===== config.mk =====
export PLATFORM = sky130hd
export DESIGN_NAME = fp32div_flat
export DESIGN_NICKNAME = d
export VERILOG_FILES = /design/src/rtl/fp32div_if.sv /design/src/rtl/fp32div.sv /design/src/flat_wrapper.sv
export SDC_FILE = /design/constraint.sdc
export NUM_CORES = 1
export LEC_CHECK = 0
export BUFFER_PORTS_ARGS = -buffer_cell sky130_fd_sc_hd__buf_2
export CORE_ASPECT_RATIO = 1.25
export CORE_MARGIN = 2
export CORE_UTILIZATION = 50
export DETAILED_ROUTE_END_ITERATION = 6
export HOLD_SLACK_MARGIN = 0.03
export PLACE_DENSITY = 0.73
export SYNTH_ARGS = -nofsm -noshare
export SYNTH_HDL_FRONTEND = slang
export SYNTH_SLANG_ARGS = --single-unit
export TNS_END_PERCENT = 5

===== constraint.sdc =====
create_clock -name clk -period 8 [get_ports clk]
set_clock_uncertainty 0.2 [all_clocks]
set_input_delay 0.4 -clock clk [delete_from_list [all_inputs] [get_ports clk]]
set_output_delay 0.4 -clock clk [all_outputs]
set_load 0.02 [all_outputs]

===== src/rtl/fp32div_if.sv =====
// Operand/result handshake bundle for the fp32div divider.
// The master issues x1/x2 with an en pulse; the slave answers with y and a ready pulse.
interface fp32div_if;
  logic [31:0] x1;
  logic [31:0] x2;
  logic        en;
  logic [31:0] y;
  logic        ready;

  modport master (output x1, output x2, output en, input y, input ready);
  modport slave  (input x1, input x2, input en, output y, output ready);
endinterface


===== src/rtl/fp32div.sv =====
// Multi-cycle binary32 divider: radix-2 restoring mantissa division, one quotient bit per cycle,
// round-to-nearest-even, subnormals flushed to zero on input and output.
module fp32div (
  input  logic       clk,
  input  logic       rst,
  fp32div_if.slave   bus
);

  typedef enum logic [1:0] {
    S_IDLE  = 2'd0,
    S_CHECK = 2'd1,
    S_DIV   = 2'd2,
    S_ROUND = 2'd3
  } state_t;

  state_t             r_state;
  logic [31:0]        r_x1;
  logic [31:0]        r_x2;
  logic [31:0]        r_y;
  logic               r_ready;
  logic               r_sign;
  logic signed [9:0]  r_exp;
  logic [23:0]        r_m2;
  logic [24:0]        r_rem;
  logic [25:0]        r_q;
  logic [4:0]         r_cnt;

  logic [7:0]         w_e1;
  logic [7:0]         w_e2;
  logic [22:0]        w_f1;
  logic [22:0]        w_f2;
  logic               w_sign;
  logic               w_zero1, w_zero2, w_inf1, w_inf2, w_nan1, w_nan2;
  logic               w_special;
  logic [31:0]        w_spec_y;
  logic               w_ge;
  logic [23:0]        w_diff;
  logic [23:0]        w_mant;
  logic               w_g;
  logic               w_s;
  logic signed [9:0]  w_e_adj;
  logic [24:0]        w_rnd;
  logic [22:0]        w_mant_f;
  logic signed [9:0]  w_e_fin;
  logic [31:0]        w_res;

  assign w_e1    = r_x1[30:23];
  assign w_e2    = r_x2[30:23];
  assign w_f1    = r_x1[22:0];
  assign w_f2    = r_x2[22:0];
  assign w_sign  = r_x1[31] ^ r_x2[31];
  assign w_zero1 = (w_e1 == 8'h00);
  assign w_zero2 = (w_e2 == 8'h00);
  assign w_inf1  = (w_e1 == 8'hFF) && (w_f1 == 23'h0);
  assign w_inf2  = (w_e2 == 8'hFF) && (w_f2 == 23'h0);
  assign w_nan1  = (w_e1 == 8'hFF) && (w_f1 != 23'h0);
  assign w_nan2  = (w_e2 == 8'hFF) && (w_f2 != 23'h0);

  // Special-operand classification in priority order
  always_comb begin
    w_special = 1'b1;
    w_spec_y  = 32'h0;
    if (w_nan1 || w_nan2 || (w_zero1 && w_zero2) || (w_inf1 && w_inf2)) begin
      w_spec_y = 32'h7FC0_0000;
    end else if (w_inf1) begin
      w_spec_y = {w_sign, 8'hFF, 23'h0};
    end else if (w_inf2) begin
      w_spec_y = {w_sign, 31'h0};
    end else if (w_zero2) begin
      w_spec_y = {w_sign, 8'hFF, 23'h0};
    end else if (w_zero1) begin
      w_spec_y = {w_sign, 31'h0};
    end else begin
      w_special = 1'b0;
      w_spec_y  = 32'h0;
    end
  end

  // One restoring-division step; the partial remainder stays below 2*m2, so it fits 25 bits
  always_comb begin
    w_ge = (r_rem >= {1'b0, r_m2});
    if (w_ge) begin
      w_diff = r_rem[23:0] - r_m2;
    end else begin
      w_diff = r_rem[23:0];
    end
  end

  // Normalise, round to nearest even and clamp the exponent range
  always_comb begin
    w_e_adj = r_exp;
    if (r_q[25]) begin
      w_mant = r_q[25:2];
      w_g    = r_q[1];
      w_s    = r_q[0] | (r_rem != 25'd0);
    end else begin
      w_mant  = r_q[24:1];
      w_g     = r_q[0];
      w_s     = (r_rem != 25'd0);
      w_e_adj = r_exp - 10'sd1;
    end
    w_rnd = {1'b0, w_mant} + {24'd0, (w_g & (w_s | w_mant[0]))};
    if (w_rnd[24]) begin
      w_mant_f = w_rnd[23:1];
      w_e_fin  = w_e_adj + 10'sd1;
    end else begin
      w_mant_f = w_rnd[22:0];
      w_e_fin  = w_e_adj;
    end
    if (w_e_fin >= 10'sd255) begin
      w_res = {r_sign, 8'hFF, 23'h0};
    end else if (w_e_fin <= 10'sd0) begin
      w_res = {r_sign, 31'h0};
    end else begin
      w_res = {r_sign, w_e_fin[7:0], w_mant_f};
    end
  end

  // Sequencer: IDLE -> CHECK -> (DIV x26 -> ROUND) -> IDLE, with registered outputs
  always_ff @(posedge clk or posedge rst) begin
    if (rst) begin
      r_state <= S_IDLE;
      r_x1    <= 32'h0;
      r_x2    <= 32'h0;
      r_y     <= 32'h0;
      r_ready <= 1'b0;
      r_sign  <= 1'b0;
      r_exp   <= 10'sd0;
      r_m2    <= 24'h0;
      r_rem   <= 25'h0;
      r_q     <= 26'h0;
      r_cnt   <= 5'd0;
    end else begin
      r_ready <= 1'b0;
      case (r_state)
        S_IDLE: begin
          if (bus.en) begin
            r_x1    <= bus.x1;
            r_x2    <= bus.x2;
            r_state <= S_CHECK;
          end
        end
        S_CHECK: begin
          r_sign <= w_sign;
          if (w_special) begin
            r_y     <= w_spec_y;
            r_ready <= 1'b1;
            r_state <= S_IDLE;
          end else begin
            r_exp   <= $signed({2'b00, w_e1}) - $signed({2'b00, w_e2}) + 10'sd127;
            r_m2    <= {1'b1, w_f2};
            r_rem   <= {2'b01, w_f1};
            r_q     <= 26'h0;
            r_cnt   <= 5'd0;
            r_state <= S_DIV;
          end
        end
        S_DIV: begin
          r_rem <= {w_diff, 1'b0};
          r_q   <= {r_q[24:0], w_ge};
          r_cnt <= r_cnt + 5'd1;
          if (r_cnt == 5'd25) begin
            r_state <= S_ROUND;
          end
        end
        S_ROUND: begin
          r_y     <= w_res;
          r_ready <= 1'b1;
          r_state <= S_IDLE;
        end
        default: begin
          r_state <= S_IDLE;
        end
      endcase
    end
  end

  assign bus.y     = r_y;
  assign bus.ready = r_ready;

endmodule


===== src/flat_wrapper.sv =====
// flat-port wrapper written by rule: the top's interface ports become plain ports
module fp32div_flat 
  (clk, rst, bus_x1, bus_x2, bus_en, bus_y, bus_ready);
  fp32div_if bus_i ();
  input  logic clk;
  input  logic rst;
  input wire logic [$bits(bus_i.x1)-1:0] bus_x1;
  input wire logic [$bits(bus_i.x2)-1:0] bus_x2;
  input wire logic [$bits(bus_i.en)-1:0] bus_en;
  output wire logic [$bits(bus_i.y)-1:0] bus_y;
  output wire logic [$bits(bus_i.ready)-1:0] bus_ready;
  assign bus_i.x1 = bus_x1;
  assign bus_i.x2 = bus_x2;
  assign bus_i.en = bus_en;
  assign bus_y = bus_i.y;
  assign bus_ready = bus_i.ready;
  fp32div u_core (.clk(clk), .rst(rst), .bus(bus_i));
endmodule

[After elaboration in Yosys (flattened, before gate mapping)]
Cells that the tools add are included.
Operators by class
  $add $sub $neg: 7
  magnitude comparators: 3
  equality and inequality tests: 10
  mux-type cells: 33
  bitwise logic cells: 5
  reduce and logical (&&, ||, !) cells: 24
Operator list (number)
  two-way mux 32 bit: 6
  one-hot mux 32 bit (2 select lines): 1
  two-way mux 31 bit: 2
  one-hot mux 26 bit (2 select lines): 1
  one-hot mux 25 bit (2 select lines): 1
  two-way mux 24 bit: 2
  zero test 23 bit: 2
  nonzero test 23 bit: 2
  two-way mux 26 bit: 1
  adder 24 x 1 -> 25 bit: 1
  >= comparator 25 x 24 -> 1 bit: 1
  two-way mux 25 bit: 1
  nonzero test 25 bit: 1
  subtractor 24 bit: 1
  two-way mux 23 bit: 1
  two-way mux 10 bit: 2
  equality test 8 bit, second input constant: 2
  zero test 8 bit: 2
  adder 10 x 2 -> 10 bit, second input constant: 1
  adder 10 x 8 -> 10 bit, second input constant: 1
  >= comparator 10 x 9 -> 1 bit, second input constant: 1
  less-or-equal comparator 10 x 1 -> 1 bit, second input constant: 1
  one-hot mux 5 bit (2 select lines): 1
  AND reduction 2 bit: 5
  21 further kinds: 42
Storage, ports and cells
  bits in registers: 190
  input port bits: 67
  output and inout bits: 33
  logic and storage cells: 93

[Depth between registers and ports, before layout]
  depth in word-level cells: 11
  gate-level depth with buffers: 20
  depth with buffers taken out: 13

[Worst setup path before layout]
Ideal clock, no wire load.
  path kind: flip-flop to flip-flop
  start: register u_core.r_q[25]
  end: register u_core.r_y[11] (netlist: u_core.bus.y[11])
  library setup time: 0.122 ns
  arrival: 4.653 ns
  required time: 7.678 ns
  path slack: 3.025 ns
  stages on the path, launching flop included: 20
  path buffers: 8
  clock period less this slack: 4.975 ns
  cells stage by stage: dfrtp_1 buf_6 buf_6 buf_2 buf_1 buf_1 clkbuf_1 mux2_2 ha_1 nand3_1 nor4b_4 and4_1 clkbuf_1 nand3_1 xnor2_1 or4_1 o21ai_2 nor2_4 buf_6 a32o_1
On the way
  longest elaborated chain between the ends: 9
  elaborated cells between the ends (all ways): 15
  those cells by class: add/sub (2); order compare (2); mux (9); bitwise (2)
Ends and longest elaborated chain
  from (decl): line fp32div.sv:25  | logic [25:0] r_q;
  from (signal assigned): line fp32div.sv:160  | r_q <= {r_q[24:0], w_ge};
  two-way mux 1 bit or two-way mux 24 bit (tied branches): line fp32div.sv:92  | if (r_q[25]) begin
  bitwise OR 1 bit: line fp32div.sv:102  | w_rnd = {1'b0, w_mant} + {24'd0, (w_g & (w_s | w_mant[0]))};
  bitwise AND 1 bit: line fp32div.sv:102
  adder 24 x 1 -> 25 bit: line fp32div.sv:102
  two-way mux 10 bit: line fp32div.sv:103  | if (w_rnd[24]) begin
  less-or-equal comparator 10 x 1 -> 1 bit: line fp32div.sv:112  | end else if (w_e_fin <= 10'sd0) begin
  two-way mux 31 bit: line fp32div.sv:112
  two-way mux 31 bit (*): line fp32div.sv:110  | if (w_e_fin >= 10'sd255) begin
  one-hot mux 32 bit (2 select lines) (*): line fp32div.sv:135  | case (r_state)
  to (signal assigned): line fp32div.sv:146  | r_y <= w_spec_y;
  to (signal assigned): line fp32div.sv:167  | r_y <= w_res;
  to (decl): line fp32div.sv:19  | logic [31:0] r_y;
Mark *: on every way between the ends. The rest lies on a longest branch, timed or not.
A chain may end at the register's enable or synchronous reset.

[Final worst setup path]
  start: register u_core.r_q[25]
  end: register u_core.r_y[21] (netlist: u_core.bus.y[21])
The elaborated chain is that of the path after synthesis.

==> results.md <==
- Status: finished, final reports clean
- Core area: 22100 sq um
- Die ar.: 23500 sq um
- Synth Instances: 1195
- Post-CTS Setup Bufs: 0
- Final Critical Period: 4.30 ns
- Layout cells sized above 1: 17.2%
- I/O pin count: 100
- Post-DRT Antenna Nets: 0
- Worst setup path class: reg2reg
- Sw frac: 45.7%
- CTS Hold Bufs: 65
- Worst Setup Start Kind: register
- Worst-Skew Late Latency: 0.44 ns
- Setup ws final: 3.70 ns
- Gate power share: 52.7%
- Total gr overflow: 0
- Sink Count: 190
- DIE WIDTH: 137 um
- Syn Nets: 1302
- Drt total wl: 28100 um
- Maximum fanout along the worst path: 22
- Global-route wire length before repair: 45000 um
- Die height: 171 um
- EDFF count, synth: 0
- Clk root buf: clkbuf_16
- Slowest CP cell: and4_1
- Crit path arrival time: 4.42 ns
- FF+latch count, synth: 190
- Worst hold slack: 0.272 ns
- Fmax: 0.233 GHz
- Pleak: 5.67 nW
- Initial antenna violation count: 1
- Final worst path period share: 53.7%
- Synthesized area: 11100 sq um
- Initial drt markers: 794
- Rel. slew slack: 20.1%
- P per Cell Area: 438 nW/um^2
- P_sw: 2.61 mW
- Seq pwr share: 32.3%
- Setup violators final: 0
- Post-synthesis area per instance: 9.32 sq um
- DR DRC count: 0
- Unrepaired setup endpoints after global routing: no
- Vias per cell: 5.82
- Synth Flop Type: dfrtp_1
- Cell area after layout: 13000 sq um
- Post-cts resize count: 0
- Final net count: 1423
- Post-synth top area cell: dfrtp_1
- IR drop worst, VDD: 260 uV
- CP max stage delay: 0.60 ns
- Tightest Hold Check Type: reg2reg
- Post-DR wirelength/cell: 17.4 um
- Buffers on Ports: 99
- Synth cell types: 76
- RePlAce Congestion: 0.942
- Worst slack, placed: 3.68 ns
- DRT Pass-1 Iters: 6
- Clock network power share: 15.0%
- Post-DP HPWL: 19400 um
- Cell-internal power: 3.09 mW
- Top delay family on crit path: simple AND/OR/NAND/NOR gates
- Most numerous cell on the critical path: nand3_1
- Vias: 9389
- Max Slew Vio Count: 0
- Placed Area: 11800 sq um
- Synthesis Warnings: 0
- Synth top area cells: dfrtp_1, mux2_2, nand2_1, o21ai_0, ha_1
- Top cell type's share of synthesized area: 42.7%
- Max H-tree Level: 4
- Asr flop ratio synth: 100%
- TritonCTS clock tree: done
- Clock Pin Slew Worst Setup and Hold Paths: 0.07 ns
- Register area share after synthesis: 42.7%
- Slew of the pin with the lowest slew margin: 1.20 ns
- Bufs on Longest Clock Path: 2
- Area delta synth->final: 16.9%
- CP Data Required Time: 8.12 ns
- Max_cap viols: 0
- Total GRT Usage: 24.3%
- Largest net degree at the start of global routing: 120
- Crit path cell chain: nand2b_1 -> a21boi_0 -> ha_1 -> nand3_1 -> nor4b_4 -> and4_1 -> nand3_1 -> xnor2_1 -> or4_1 -> o21ai_2 -> nor2_4 -> a32o_1
- Vias in the first global route: 8915
- Setup TNS: 0 ns
- Initial core utilization: 50.5%
- Row count: 61
- Clock buffer count from CTS: 17
- CP bufs+invs: 0
- CP Capture Type: register
- Hold Vio Cnt, Final: 0
## cell usage after synthesis (3+ instances only)
master	number
a2111oi_0	3
a211oi_1	7
a21boi_0	8
a21o_1	16
a21oi_1	39
a22o_1	11
a311oi_1	6
a31oi_1	23
a32o_1	12
a41oi_1	4
and2_1	3
and3_1	13
buf_1	7
buf_2	3
buf_6	4
clkbuf_1	54
dfrtp_1	190
ha_1	38
inv_1	52
mux2_2	63
mux2i_1	22
nand2_1	185
nand2b_1	12
nand3_1	29
nand4_1	20
nor2_1	56
nor2b_1	5
nor3_1	17
nor3b_1	5
nor4_1	25
o211ai_1	4
o21a_1	6
o21ai_0	97
o21bai_1	3
o22a_1	4
o22ai_1	19
o31ai_1	11
or2_2	6
or3_1	7
xnor2_1	39
xor2_1	25
## metal layers
| metal | global-route usage (%) | vias to the layer above | share of wire, % |
|---|---|---|---|
| li1 | - | 4527 | - |
| met1 | 29.6 | 4513 | 41 |
| met2 | 42.7 | 279 | 52 |
| met3 | 3.56 | 70 | 3.6 |
| met4 | 10.1 | 0 | 3.6 |
| met5 | 0 | - | 0 |
## cells by family after synthesis
kind of cell,Yosys count,synth area share [%]
buffers and inverters,124,4.53
AOI/OAI and AO/OA,288,16.8
and+or+nand+nor,403,17.7
muxes,85,8.35
adders and majority gates,40,4.63
xor gates and xnor gates,65,5.28
DFF,190,42.7
## metrics by stage
| step | total power [mW] | std cells | util [%] |
|---|---|---|---|
| final | 5.70 | 1613 | 59.0 |
| after global routing | 6.16 | 1612 | 59.0 |
| after CTS | 5.70 | 1612 | 59.0 |
| after detailed placement | 4.80 | 1515 | 53.4 |
| after global placement | 4.73 | 1515 | 53.4 |
| after floorplan | 4.06 | 1195 | - |
## sequential cells by signal (all words and copies together) (netlist names), 5 cells and up, named ones only
| signal | cells |
|---|---|
| u_core.r_rem | 25 |
| u_core.r_x2 | 32 |
| u_core.bus.y | 32 |
| u_core.r_exp | 10 |
| u_core.r_cnt | 5 |
| u_core.r_q | 26 |
| u_core.r_m2 | 24 |
| u_core.r_x1 | 32 |
## cells in the final DEF, fill, tap and decap left out, types with 29 or more instances in the layout
cell,count
nor2_1,55
nand2_1,185
inv_1,51
xnor2_1,39
ha_1,38
nand3_1,29
o21ai_0,96
buf_2,99
mux2_2,63
a21oi_1,39
dlygate4sd3_1,65
dfrtp_1,189
## power groups by stage
| stage | clock, mW | sequential (mW) | combinational [mW] |
|---|---|---|---|
| after global routing | 0.905 | 1.89 | 3.37 |
| after CTS | 0.866 | 1.83 | 3.00 |
| after floorplan | 0 | 1.69 | 2.37 |
| final | 0.856 | 1.84 | 3.00 |
| after detailed placement | 0 | 1.84 | 2.95 |
| after global placement | 0 | 1.83 | 2.90 |
## worst paths after layout
| kind | from | to | slack (ns) | depth (start not counted) |
|---|---|---|---|---|
| hold / removal | u_core.bus.y[14] | u_core.bus.y[14] | 0.27 | 2 |
| hold reg to reg | u_core.bus.y[14] | u_core.bus.y[14] | 0.27 | 2 |
| min in group asynchronous | rst | u_core.r_x1[1] | 0.46 | 3 |
| max in group asynchronous | rst | u_core.r_q[25] | 5.72 | 4 |
| setup reg to reg | u_core.r_q[25] | u_core.bus.y[21] | 3.70 | 12 |
| setup / recovery | u_core.r_q[25] | u_core.bus.y[21] | 3.70 | 12 |
## layout make-up
cell class / count / area [sq um]
Tap cell: 283 / 354
Inverter: 54 / 210
Multi-Input combinational cell: 881 / 5900
Fill cell: 1895 / 9040
Timing Repair Buffer: 172 / 1210
Antenna cell: 1 / 2.50
Sequential cell: 190 / 4760
Clock inverter: 14 / 151
Clock buffer: 18 / 439
## worst register-to-register path, stage by stage, from the launching register on
cell	delay (ns)
dfrtp_2	0.44
nand2b_1	0.21
a21boi_0	0.20
ha_1	0.23
nand3_1	0.20
nor4b_4	0.50
and4_1	0.60
nand3_1	0.17
xnor2_1	0.19
or4_1	0.55
o21ai_2	0.27
nor2_4	0.15
a32o_1	0.28
Note: power is estimated with default switching activity, not from simulation.
